**src/rtl/branch_resolver.sv**
```systemverilog
//------------------------------------------------------------------------------
// Module      : branch_resolver
// Description : In-order queue of branch predictions. Each fetched branch
//               pushes its predicted direction. Each resolution pops the
//               oldest entry, sends a one-cycle training strobe to the
//               predictor, and flushes the whole queue on a mispredict.
//               Optional statistics counters are enabled by defining
//               BRANCH_RESOLVER_STATS_EN. Without it they are tied to zero.
// Revision    : 1.0 - initial release
//------------------------------------------------------------------------------
`default_nettype none

module branch_resolver #(
    parameter int DEPTH = 4,
    parameter int CNT_W = 16
) (
    input  logic                       clk,
    input  logic                       reset,
    input  logic                       pred_valid,
    input  logic                       pred_taken,
    output logic                       pred_ready,
    input  logic                       res_valid,
    input  logic                       res_taken,
    output logic                       res_ready,
    output logic                       upd_valid,
    output logic                       upd_taken,
    output logic                       mispredict,
    output logic [$clog2(DEPTH+1)-1:0] occupancy,
    output logic [CNT_W-1:0]           total_cnt,
    output logic [CNT_W-1:0]           miss_cnt
);

    localparam int c_ptr_w = (DEPTH > 1) ? $clog2(DEPTH) : 1;
    localparam int c_occ_w = $clog2(DEPTH + 1);
    localparam logic [c_occ_w-1:0] c_full    = c_occ_w'(DEPTH);
    localparam logic [c_occ_w-1:0] c_occ_one = c_occ_w'(1);
    localparam logic [c_ptr_w-1:0] c_ptr_one = c_ptr_w'(1);

    logic [DEPTH-1:0]   r_mem;
    logic [c_ptr_w-1:0] r_head;
    logic [c_ptr_w-1:0] r_tail;
    logic [c_occ_w-1:0] r_occ;
    logic               r_upd_valid;
    logic               r_upd_taken;
    logic               r_mispredict;

    logic               w_push;
    logic               w_pop;
    logic               w_head_pred;
    logic               w_miss;
    logic [c_occ_w-1:0] w_occ_nxt;

    // Handshakes depend only on the registered occupancy, so a full queue
    // refuses a push even when a pop happens in the same cycle.
    assign pred_ready  = (r_occ != c_full);
    assign res_ready   = (r_occ != '0);
    assign w_push      = pred_valid && pred_ready;
    assign w_pop       = res_valid && res_ready;
    assign w_head_pred = r_mem[r_head];
    assign w_miss      = w_pop && (res_taken != w_head_pred);

    // Next occupancy. A mispredict flushes everything, including a push
    // accepted in the same cycle.
    always_comb begin
        w_occ_nxt = r_occ;
        if (w_miss) begin
            w_occ_nxt = '0;
        end else if (w_push && !w_pop) begin
            w_occ_nxt = r_occ + c_occ_one;
        end else if (!w_push && w_pop) begin
            w_occ_nxt = r_occ - c_occ_one;
        end
    end

    // Queue pointers and occupancy. The pointers wrap naturally because
    // DEPTH is a power of two.
    always_ff @(posedge clk) begin
        if (reset) begin
            r_head <= '0;
            r_tail <= '0;
            r_occ  <= '0;
        end else begin
            r_occ <= w_occ_nxt;
            if (w_miss) begin
                r_head <= '0;
                r_tail <= '0;
            end else begin
                if (w_push) begin
                    r_tail <= r_tail + c_ptr_one;
                end
                if (w_pop) begin
                    r_head <= r_head + c_ptr_one;
                end
            end
        end
    end

    // Prediction storage. The contents do not matter once the pointers are
    // reset, so the storage itself has no reset.
    always_ff @(posedge clk) begin
        if (!reset && w_push && !w_miss) begin
            r_mem[r_tail] <= pred_taken;
        end
    end

    // One-cycle training strobe and flush pulse following a resolution.
    always_ff @(posedge clk) begin
        if (reset) begin
            r_upd_valid  <= 1'b0;
            r_upd_taken  <= 1'b0;
            r_mispredict <= 1'b0;
        end else begin
            r_upd_valid  <= w_pop;
            r_upd_taken  <= w_pop && res_taken;
            r_mispredict <= w_miss;
        end
    end

    assign upd_valid  = r_upd_valid;
    assign upd_taken  = r_upd_taken;
    assign mispredict = r_mispredict;
    assign occupancy  = r_occ;

`ifdef BRANCH_RESOLVER_STATS_EN
    localparam logic [CNT_W-1:0] c_cnt_one = CNT_W'(1);

    logic [CNT_W-1:0] r_total_cnt;
    logic [CNT_W-1:0] r_miss_cnt;

    // Saturating counters for resolved branches and mispredicts.
    always_ff @(posedge clk) begin
        if (reset) begin
            r_total_cnt <= '0;
            r_miss_cnt  <= '0;
        end else begin
            if (w_pop && (r_total_cnt != '1)) begin
                r_total_cnt <= r_total_cnt + c_cnt_one;
            end
            if (w_miss && (r_miss_cnt != '1)) begin
                r_miss_cnt <= r_miss_cnt + c_cnt_one;
            end
        end
    end

    assign total_cnt = r_total_cnt;
    assign miss_cnt  = r_miss_cnt;
`else
    assign total_cnt = '0;
    assign miss_cnt  = '0;
`endif

endmodule

`default_nettype wire

```
**config.mk**
```make
export PLATFORM = sky130hd
export DESIGN_NAME = branch_resolver
export DESIGN_NICKNAME = d
export VERILOG_FILES = /design/src/rtl/branch_resolver.sv
export SDC_FILE = /design/constraint.sdc
export NUM_CORES = 1
export LEC_CHECK = 0
export CAP_MARGIN = 20
export CORE_AREA = 3 3 61 63
export CTS_BUF_LIST = sky130_fd_sc_hd__clkbuf_4 sky130_fd_sc_hd__clkbuf_8
export CTS_CLUSTER_DIAMETER = 50
export DETAILED_ROUTE_END_ITERATION = 10
export DIE_AREA = 0 0 64 66
export PLACE_DENSITY = 0.69
export SYNTH_ARGS = -nofsm -noshare
export SYNTH_HDL_FRONTEND = slang
export SYNTH_SLANG_ARGS = --single-unit
```
**constraint.sdc**
```tcl
create_clock -name clk -period 2.8 [get_ports clk]
set_input_delay 0.56 -clock clk [delete_from_list [all_inputs] [get_ports clk]]
set_output_delay 0.56 -clock clk [all_outputs]
set_load 0.01 [all_outputs]
```
* Word-level counts from Yosys, hierarchy flattened
Index checks and enable logic that the tools add are counted.
** Storage, ports and cells
- Bits in registers :: 14
- Bits in latches :: 0
- RAM bits :: 0
- ROM bits :: 0
- Bits of input ports :: 6
- Output and inout bits :: 40
- Word-level logic and storage cells :: 39
- Memories :: 0
** Operators by class
- Add/subtract/negate cells :: 4
- Multiply operators :: 0
- Div/mod/pow operators :: 0
- Order comparisons :: 3
- Equal/unequal tests :: 2
- Shift-type cells :: 0
- Multiplexer cells :: 7
- Bitwise gates (word level) :: 0
- Reductions and logical operators :: 16
** Operator list (number)
- logical AND 1 bit :: 9
- less-than comparator 2 x 3 -> 1 bit (second input constant) :: 2
- 2-to-1 mux 3 bit :: 2
- adder 2 x 1 -> 2 bit (second input constant) :: 2
- bitwise mux 4 bit :: 1
- zero test 1 bit :: 4
- adder 3 x 1 -> 3 bit (second input constant) :: 1
- inequality test 3 bit (second input constant) :: 1
- nonzero test 3 bit :: 1
- subtractor 3 x 1 -> 3 bit (second input constant) :: 1
- binary-select mux 1 bit (select 2 bit) :: 1
- demux 1 bit (select 2 bit) :: 1
- >= comparator 2 x 1 -> 1 bit (second input constant) :: 1
- 2-to-1 mux 1 bit :: 2
- nonzero test 2 bit :: 1
- OR reduction 2 bit :: 1
- inequality test 1 bit :: 1

* Depth between registers and ports, before layout
Gate-level depths: netlist of run 1.
- Depth after elaboration :: 6
- Mapped depth :: 10
- Mapped depth without buffers :: 10

* Least setup slack after synthesis of run 1
Ideal clock, no wire load.
- Path kind :: reg-to-reg
- Start :: register r_occ[0] (netlist: occupancy[0])
- End :: register r_occ[2] (netlist: occupancy[2])
- Library setup time :: 0.132 ns
- Data arrival time :: 1.988 ns
- Required time :: 2.668 ns
- Path slack :: 0.680 ns
- Cell stages (with the launch flop) :: 10
- Buffers on the path :: 0
- Clock period less this slack :: 2.120 ns
- Cell sequence :: dfxtp_1 or3_4 nand2_2 ha_1 inv_1 fa_1 xor2_1 nor2_1 xnor2_1 nor3_1
** Between the ends
- Longest elaborated chain between the ends :: 5
- Elaborated cells between the ends (all ways) :: 15
- Those cells by class :: add/sub (2); eq/ne (1); mux (2); reduce/logical (10)
** RTL lines
- from (decl) :: RTL line 42 : logic [c_occ_w-1:0] r_occ;
- from (signal assigned) :: RTL line 83 : r_occ <= w_occ_nxt;
- nonzero test 3 bit * :: RTL line 56 : assign res_ready = (r_occ != '0);
- named net res_ready :: RTL line 24 : output logic res_ready,
- logical AND 1 bit * :: RTL line 58 : assign w_pop = res_valid && res_ready;
- zero test 1 bit :: RTL line 68 : end else if (w_push && !w_pop) begin
- logical AND 1 bit :: RTL line 68
- 2-to-1 mux 3 bit or nonzero test 2 bit (tied branches)
Mark *: on every way through the listed nets, which the timed path passes. The rest lies on a longest branch. The select of a mux whose other input is x is not followed.
A chain may end at the register's enable or synchronous reset.

* Final worst setup path of run 1
- Start :: register r_occ[0] (netlist: occupancy[0])
- End :: output pred_ready
** Between the ends
- Longest elaborated chain between the ends :: 1
** RTL lines
- inequality test 3 bit :: RTL line 55 : assign pred_ready = (r_occ != c_full);
- to (decl) :: RTL line 21 : output logic pred_ready,
Every way passes these cells.

==> results of run 1 <==
-- cell type report --
class | count | area, sq um
inverter | 4 | 15.0
clock buffer | 4 | 30.0
sequential | 14 | 320
fill | 343 | 2230
tap | 46 | 57.6
multi-input combinational | 75 | 503
timing repair buffer | 13 | 130
-- power groups by stage --
stage | clock, W | combinational (W) | sequential, W
4_1_cts | 0.000136 | 0.000437 | 0.000298
5_1_grt | 0.000145 | 0.000482 | 0.000307
2_1_floorplan | 0 | 0.000315 | 0.000307
3_5_place_dp | 0 | 0.000432 | 0.000302
6_report | 0.000129 | 0.000434 | 0.000297
3_3_place_gp | 0 | 0.000421 | 0.000300
-- worst max-delay path: cells and delay by family (launching register included) --
family	cells	cell delay (ns)
buffers and inverters	1	0.50
DFF	1	0.37
and+or+nand+nor	1	0.51
-- layout by cell type, fill, tap and decap left out --
cell             netlist  routed
mux2i_1                5       5
or3_4                  1       1
nor3_1                 7       7
clkbuf_4               0       4
inv_1                  4       4
a2111oi_2              1       1
or3b_2                 1       1
dfxtp_1               10      10
fa_1                   1       1
edfxtp_1               4       4
and2_1                 1       1
conb_1                 1      32
xor2_2                 1       1
mux2_4                 1       1
xnor2_1                2       2
a211oi_4               1       1
ha_1                   5       5
nor4b_1                4       4
nor2b_1                1       1
xor2_1                 3       3
nor2_1                 5       5
clkdlybuf4s50_1        0      13
nand2_2                2       2
a31oi_1                1       1
-- Yosys cell counts --
master,n
nor2_1,5
clkbuf_1,1
mux2_4,1
ha_1,5
mux2i_1,5
xnor2_1,2
fa_1,1
nor4b_1,4
edfxtp_1,4
nor3_1,7
inv_1,4
a211oi_4,1
buf_4,32
or3_4,1
a2111oi_2,1
nand2_2,2
dfxtp_1,10
xor2_2,1
and2_1,1
conb_1,1
xor2_1,3
or3b_2,1
a31oi_1,1
nor2b_1,1
-- stage by stage --
step | util | instances | setup WS, ns | hold WS [ns]
6_report | 0.322 | 156 | 0.586 | 0.573
5_1_grt | 0.322 | 156 | 0.436 | 0.609
4_1_cts | 0.322 | 156 | 0.574 | 0.576
3_5_place_dp | 0.312 | 152 | 0.377 | 0.559
3_3_place_gp | 0.312 | 152 | 0.386 | 0.556
2_1_floorplan | - | 126 | 0.680 | 0.535
-- path summary, 6_finish.rpt --
path                                   start            to  slack (ns)
worst min register to register     r_tail[1]     r_tail[1]        0.57
worst min-delay path               r_tail[1]     r_tail[1]        0.57
worst max register to register  occupancy[0]  occupancy[2]        0.60
worst max-delay path            occupancy[0]    pred_ready        0.59
-- routing by layer --
layer | routed length, microns | part of all wire
met2 | 700 | 0.48
met5 | 0 | 0
met1 | 628 | 0.43
met3 | 122 | 0.084
met4 | 0 | 0
-- cell families (layout without fill, tap and decap cells) --
family / after synthesis / in the layout
other: 1 / 32
buffers and inverters: 37 / 21
AO/OA/AOI/OAI: 3 / 3
AND/OR/NAND/NOR: 22 / 22
flip-flops: 14 / 14
adder cells (fa/ha/maj): 6 / 6
XOR/XNOR: 6 / 6
multiplexers: 6 / 6
-- sequential cells by signal, indices dropped and copies added, names as in the netlist --
signal	count
upd_taken	1
r_head	2
upd_valid	1
r_tail	2
r_mem	4
occupancy	3
mispredict	1
==> impl_metrics.py, run 1 <==
metrics = {
    "routing": {
        "drt_iter0_drc": 6,
        "drc": 0,
        "via_per_inst": 3.54,
        "drt-pass1-iter-count": 4,
        "antenna_left": 0,
        "vias": 553,
        "wirelength_mm": 1.45,
        "wl_per_cell_microns": 9.29,
    },
    "critical_path": {
        "crit_required_ns": 2.24,
        "crit_fanout": 5,
        "critPathKind": "flip-flop to output pin",
        "cpPeakStageDelay_ns": 0.51,
        "cp_data_arrival_time_ns": 1.65,
        "cp-start-kind": "flip-flop",
        "crit_slowest_cell": "or3b_2",
        "crit_path_cell_trace": "or3b_2, clkdlybuf4s50_1",
        "r2r_cells": 9,
        "endpoint_kind": "output pin",
    },
    "sta": {
        "finalCritPeriodShare": 0.791,
        "fmax_mhz": 452,
        "grt_setup_unrepaired": "false",
        "clock_skew_ns": 0.00485,
        "fin_crit_ns": 2.21,
        "finalHoldViolCount": 0,
        "setup_viol": 0,
        "tns_ns": 0,
        "maxSlewViolCount": 0,
    },
    "synth": {
        "synth_compound_area_frac": 0.0427,
        "synth-adder-area-share": 0.0855,
        "synth-seq-cells": 14,
        "yosys-mux-area-fraction": 0.0674,
        "synth-simple-area-share": 0.139,
        "ys_warn_count": 0,
        "synth_largest_type_area_fraction": 0.249,
        "synth_area_sq_um": 966,
        "synth_top_family_by_area": "buffers and inverters",
        "syn_avg_cell_area_sq_um": 10.2,
        "synth_seq_area_share": 0.332,
        "ys_top_cells_by_area": "buf_4 25%, dfxtp_1 21%, edfxtp_1 12%",
        "synthXorXnorAreaFrac": 0.0622,
        "synthCells": 95,
        "synth_top_area_cell": "buf_4",
        "ys_types": 24,
    },
    "floorplanning": {
        "die_y_microns": 66,
        "dieArea_sq_mm": 0.00422,
        "rows": 21,
        "start_util": 0.294,
        "dieWidth_microns": 64,
        "ios": 46,
        "core-area_sq_mm": 0.00328,
    },
    "cts": {
        "clockBufferDepth": 2,
        "clkSinkCount": 14,
        "cts_tree": "yes",
        "postCtsSetupBuffers": 0,
        "ctsHoldBuffers": 0,
        "clock-root-buffer": "clkbuf_4",
        "insertion_delay_ns": 0.28,
        "htree_levels": 1,
        "cts_made_buffers": 3,
        "clk_pin_slew_worst_paths_ns": 0.09,
        "cts_resized": 0,
    },
    "placement": {
        "io_buffers": 13,
        "placed_area_sq_mm": 0.00103,
        "dp_hpwl_mm": 1.15,
        "gp_congestion": 0.742,
    },
    "global_routing": {
        "antenna_found_initial": 0,
        "grt_pass1_wl_mm": 2.50,
        "grt_use_met3": 0.0289,
        "use_met1": 0.0902,
        "top_usage_layer": "met2",
        "gr-usage-met2": 0.125,
        "grt_max_degree": 14,
        "gr-usage-all-layers": 0.0769,
        "overflow": 0,
        "grt_pass1_vias": 558,
    },
    "power_and_ir_drop": {
        "switching_power_w": 0.000325,
        "power_density_mw_per_mm2": 815,
        "vdd_drop_max_v": 0.000438,
        "clockPowerShare": 0.150,
        "pwr-share-comb": 0.504,
        "leakage_nw": 0.449,
        "p_seq_frac": 0.346,
        "p_total_w": 0.000860,
        "p_int_w": 0.000535,
        "swShare": 0.378,
    },
    "finish": {
        "fin_area_sq_mm": 0.00106,
        "drive_gt1_frac": 0.109,
        "areaGrowthSynthToFinish_pct": 9.33,
        "diodes": 0,
        "final_net_count": 123,
    },
    "flow_run": {
        "maxCapViolCount": 0,
    },
    "status": {
        "status": "finished, final reports clean",
    },
    "worst_hold_path": {
        "worstHoldPathCells": 2,
        "hold_path_class": "flip-flop to flip-flop",
    },
}
Note: power is estimated with default switching activity, not from simulation.
==> run 2, diff against run 1 <==
--- a/config.mk
+++ b/config.mk
@@ -11,7 +11,7 @@
 export CTS_CLUSTER_DIAMETER = 50
 export DETAILED_ROUTE_END_ITERATION = 10
 export DIE_AREA = 0 0 64 66
-export PLACE_DENSITY = 0.69
+export PLACE_DENSITY = 0.71
 export SYNTH_ARGS = -nofsm -noshare
 export SYNTH_HDL_FRONTEND = slang
 export SYNTH_SLANG_ARGS = --single-unit
==> constraint.sdc (replaced) <==
create_clock -name clk -period 2 [get_ports clk]
set_input_delay 0.4 -clock clk [delete_from_list [all_inputs] [get_ports clk]]
set_output_delay 0.4 -clock clk [all_outputs]
set_load 0.01 [all_outputs]
==> run 2 against run 1 <==
  * Global-route usage fell by 0.26 points
  * Flip-flop and latch count did not move
  * Final cell count rose by 7.1%
  * Critical endpoint is now occupancy[2]
  * Clock skew rose by 0.0017 ns
==> impl_metrics.py, run 2 (synthesis gave the netlist of run 1 again) <==
metrics = {
    "placement": {
        "gp_congestion": 0.705,
        "placed_area_sq_mm": 0.00110,
        "io_buffers": 13,
        "dp_hpwl_mm": 1.31,
        "dp_cells": 161,
        "preCtsSetupSlack_ns": -0.164,
    },
    "cts": {
        "cts_tree": "yes",
        "clkSinkCount": 14,
        "clk_pin_slew_worst_paths_ns": 0.09,
        "htree_levels": 1,
        "insertion_delay_ns": 0.28,
        "clock-root-buffer": "clkbuf_4",
        "clockBufferDepth": 2,
        "cts_made_buffers": 3,
    },
    "global_routing": {
        "grt_pass1_vias": 557,
        "gr-usage-all-layers": 0.0743,
        "grt_max_degree": 10,
        "grt_pass1_wl_mm": 2.39,
        "overflow": 0,
        "antenna_found_initial": 0,
    },
    "power_and_ir_drop": {
        "leakage_nw": 0.517,
        "power_density_mw_per_mm2": 1170,
        "vdd_drop_max_v": 0.000670,
    },
    "sta": {
        "holdWs_ns": 0.590,
        "clock_skew_ns": 0.00653,
        "fmax_mhz": 516,
        "fin_crit_ns": 1.94,
        "grt_setup_unrepaired": "true",
        "setup_viol": 0,
        "maxSlewViolCount": 0,
        "finalHoldViolCount": 0,
        "finalWorstSetupSlack_ns": 0.0601,
        "finalCritPeriodShare": 0.970,
    },
    "floorplanning": {
        "dieArea_sq_mm": 0.00422,
        "dieWidth_microns": 64,
        "start_util": 0.294,
        "die_y_microns": 66,
        "ios": 46,
        "core-area_sq_mm": 0.00328,
        "rows": 21,
    },
    "finish": {
        "fin_area_sq_mm": 0.00116,
        "fill_cells": 341,
        "final_net_count": 134,
        "top_register": "r_mem",
        "diodes": 0,
        "final_common_cell": "conb_1",
        "drive_gt1_frac": 0.223,
        "largest_register_ffs": 4,
        "areaGrowthSynthToFinish_pct": 20.6,
        "final_cell_mix": "32 x conb_1, 12 x clkdlybuf4s50_1, 11 x buf_4, 8 x dfxtp_1, 7 x nor3_1",
        "fin_cells": 167,
    },
    "worst_hold_path": {
        "hold_path_class": "flip-flop to flip-flop",
        "worstHoldPathCells": 2,
        "min_to": "r_tail[1]",
        "min_from": "r_tail[1]",
    },
    "critical_path": {
        "r2r_cells": 9,
        "timing.rr.end": "occupancy[2]",
        "crit_required_ns": 2.21,
        "cp_data_arrival_time_ns": 2.15,
        "endpoint_kind": "flip-flop",
        "crit_fanout": 4,
        "cp-start-kind": "flip-flop",
        "r2r_slack_ns": 0.06,
        "r2r-start": "occupancy[2]",
        "critPathKind": "flip-flop to flip-flop",
    },
    "routing": {
        "vias": 626,
        "via_per_inst": 3.75,
        "antenna_left": 0,
        "drt-pass1-iter-count": 4,
        "drc": 0,
        "wl_per_cell_microns": 9.65,
        "wirelength_mm": 1.61,
        "drt_iter0_drc": 17,
    },
    "flow_run": {
        "maxCapViolCount": 0,
    },
    "status": {
        "status": "finished, final reports clean",
    },
}
run 2: timing repair:
action,CTS,global route
resized for setup,4,4
setup buffers,0,2
hold buffers,0,0
pin swaps,3,5
setup endpoints to repair,2,2
run 2: stage by stage:
stage	setup TNS, ns	power, W	util
global placement	-0.560	0.00111	0.335
floorplan	-0.0794	0.000888	-
global route	-0.0140	0.00146	0.355
finish	0	0.00137	0.355
CTS	0	0.00134	0.346
detailed placement	-1.03	0.00115	0.335
run 2: power breakdown:
part	internal, W	switching [W]
combinational	0.000424	0.000369
sequential	0.000360	0.0000501
clock	0.0000724	0.0000917
run 2: cell type report:
class,count,area (sq um),share of cell area
inverter,4,15.0,0.0129
clock buffer,3,22.5,0.0193
timing repair buffer,24,215,0.185
multi-input combinational,75,526,0.451
sequential,14,325,0.279
clock inverter,1,3.75,0.00322
tap,46,57.6,0.0494
run 2: how the worst max path moves through the flow:
stage	from	end	slack, ns	depth (start not counted)
after CTS	occupancy[1]	occupancy[2]	0.004	9
after floorplan	occupancy[0]	occupancy[2]	-0.08	9
after detailed placement	pred_valid	occupancy[2]	-0.16	10
after global placement	pred_valid	occupancy[2]	-0.09	10
final	occupancy[2]	occupancy[2]	0.06	9
after global routing	occupancy[2]	occupancy[2]	-0.01	9
run 2: layer usage:
layer | GRT usage | part of all wire | wire (microns) | up-vias
met1 | 0.0673 | 0.38 | 612 | 290
met5 | 0 | 0 | 0 | -
met3 | 0.0442 | 0.10 | 164 | 0
li1 | - | - | - | 304
met2 | 0.138 | 0.52 | 835 | 32
met4 | 0.0216 | 0 | 0 | 0
run 2: worst max-delay path, cell delays in order, from the launching register on:
cell	delay (ns)
dfxtp_4	0.36
or3_4	0.42
nand2_4	0.08
ha_4	0.13
inv_2	0.03
fa_2	0.33
xor2_1	0.14
nor2_1	0.12
xnor2_1	0.08
nor3_1	0.16
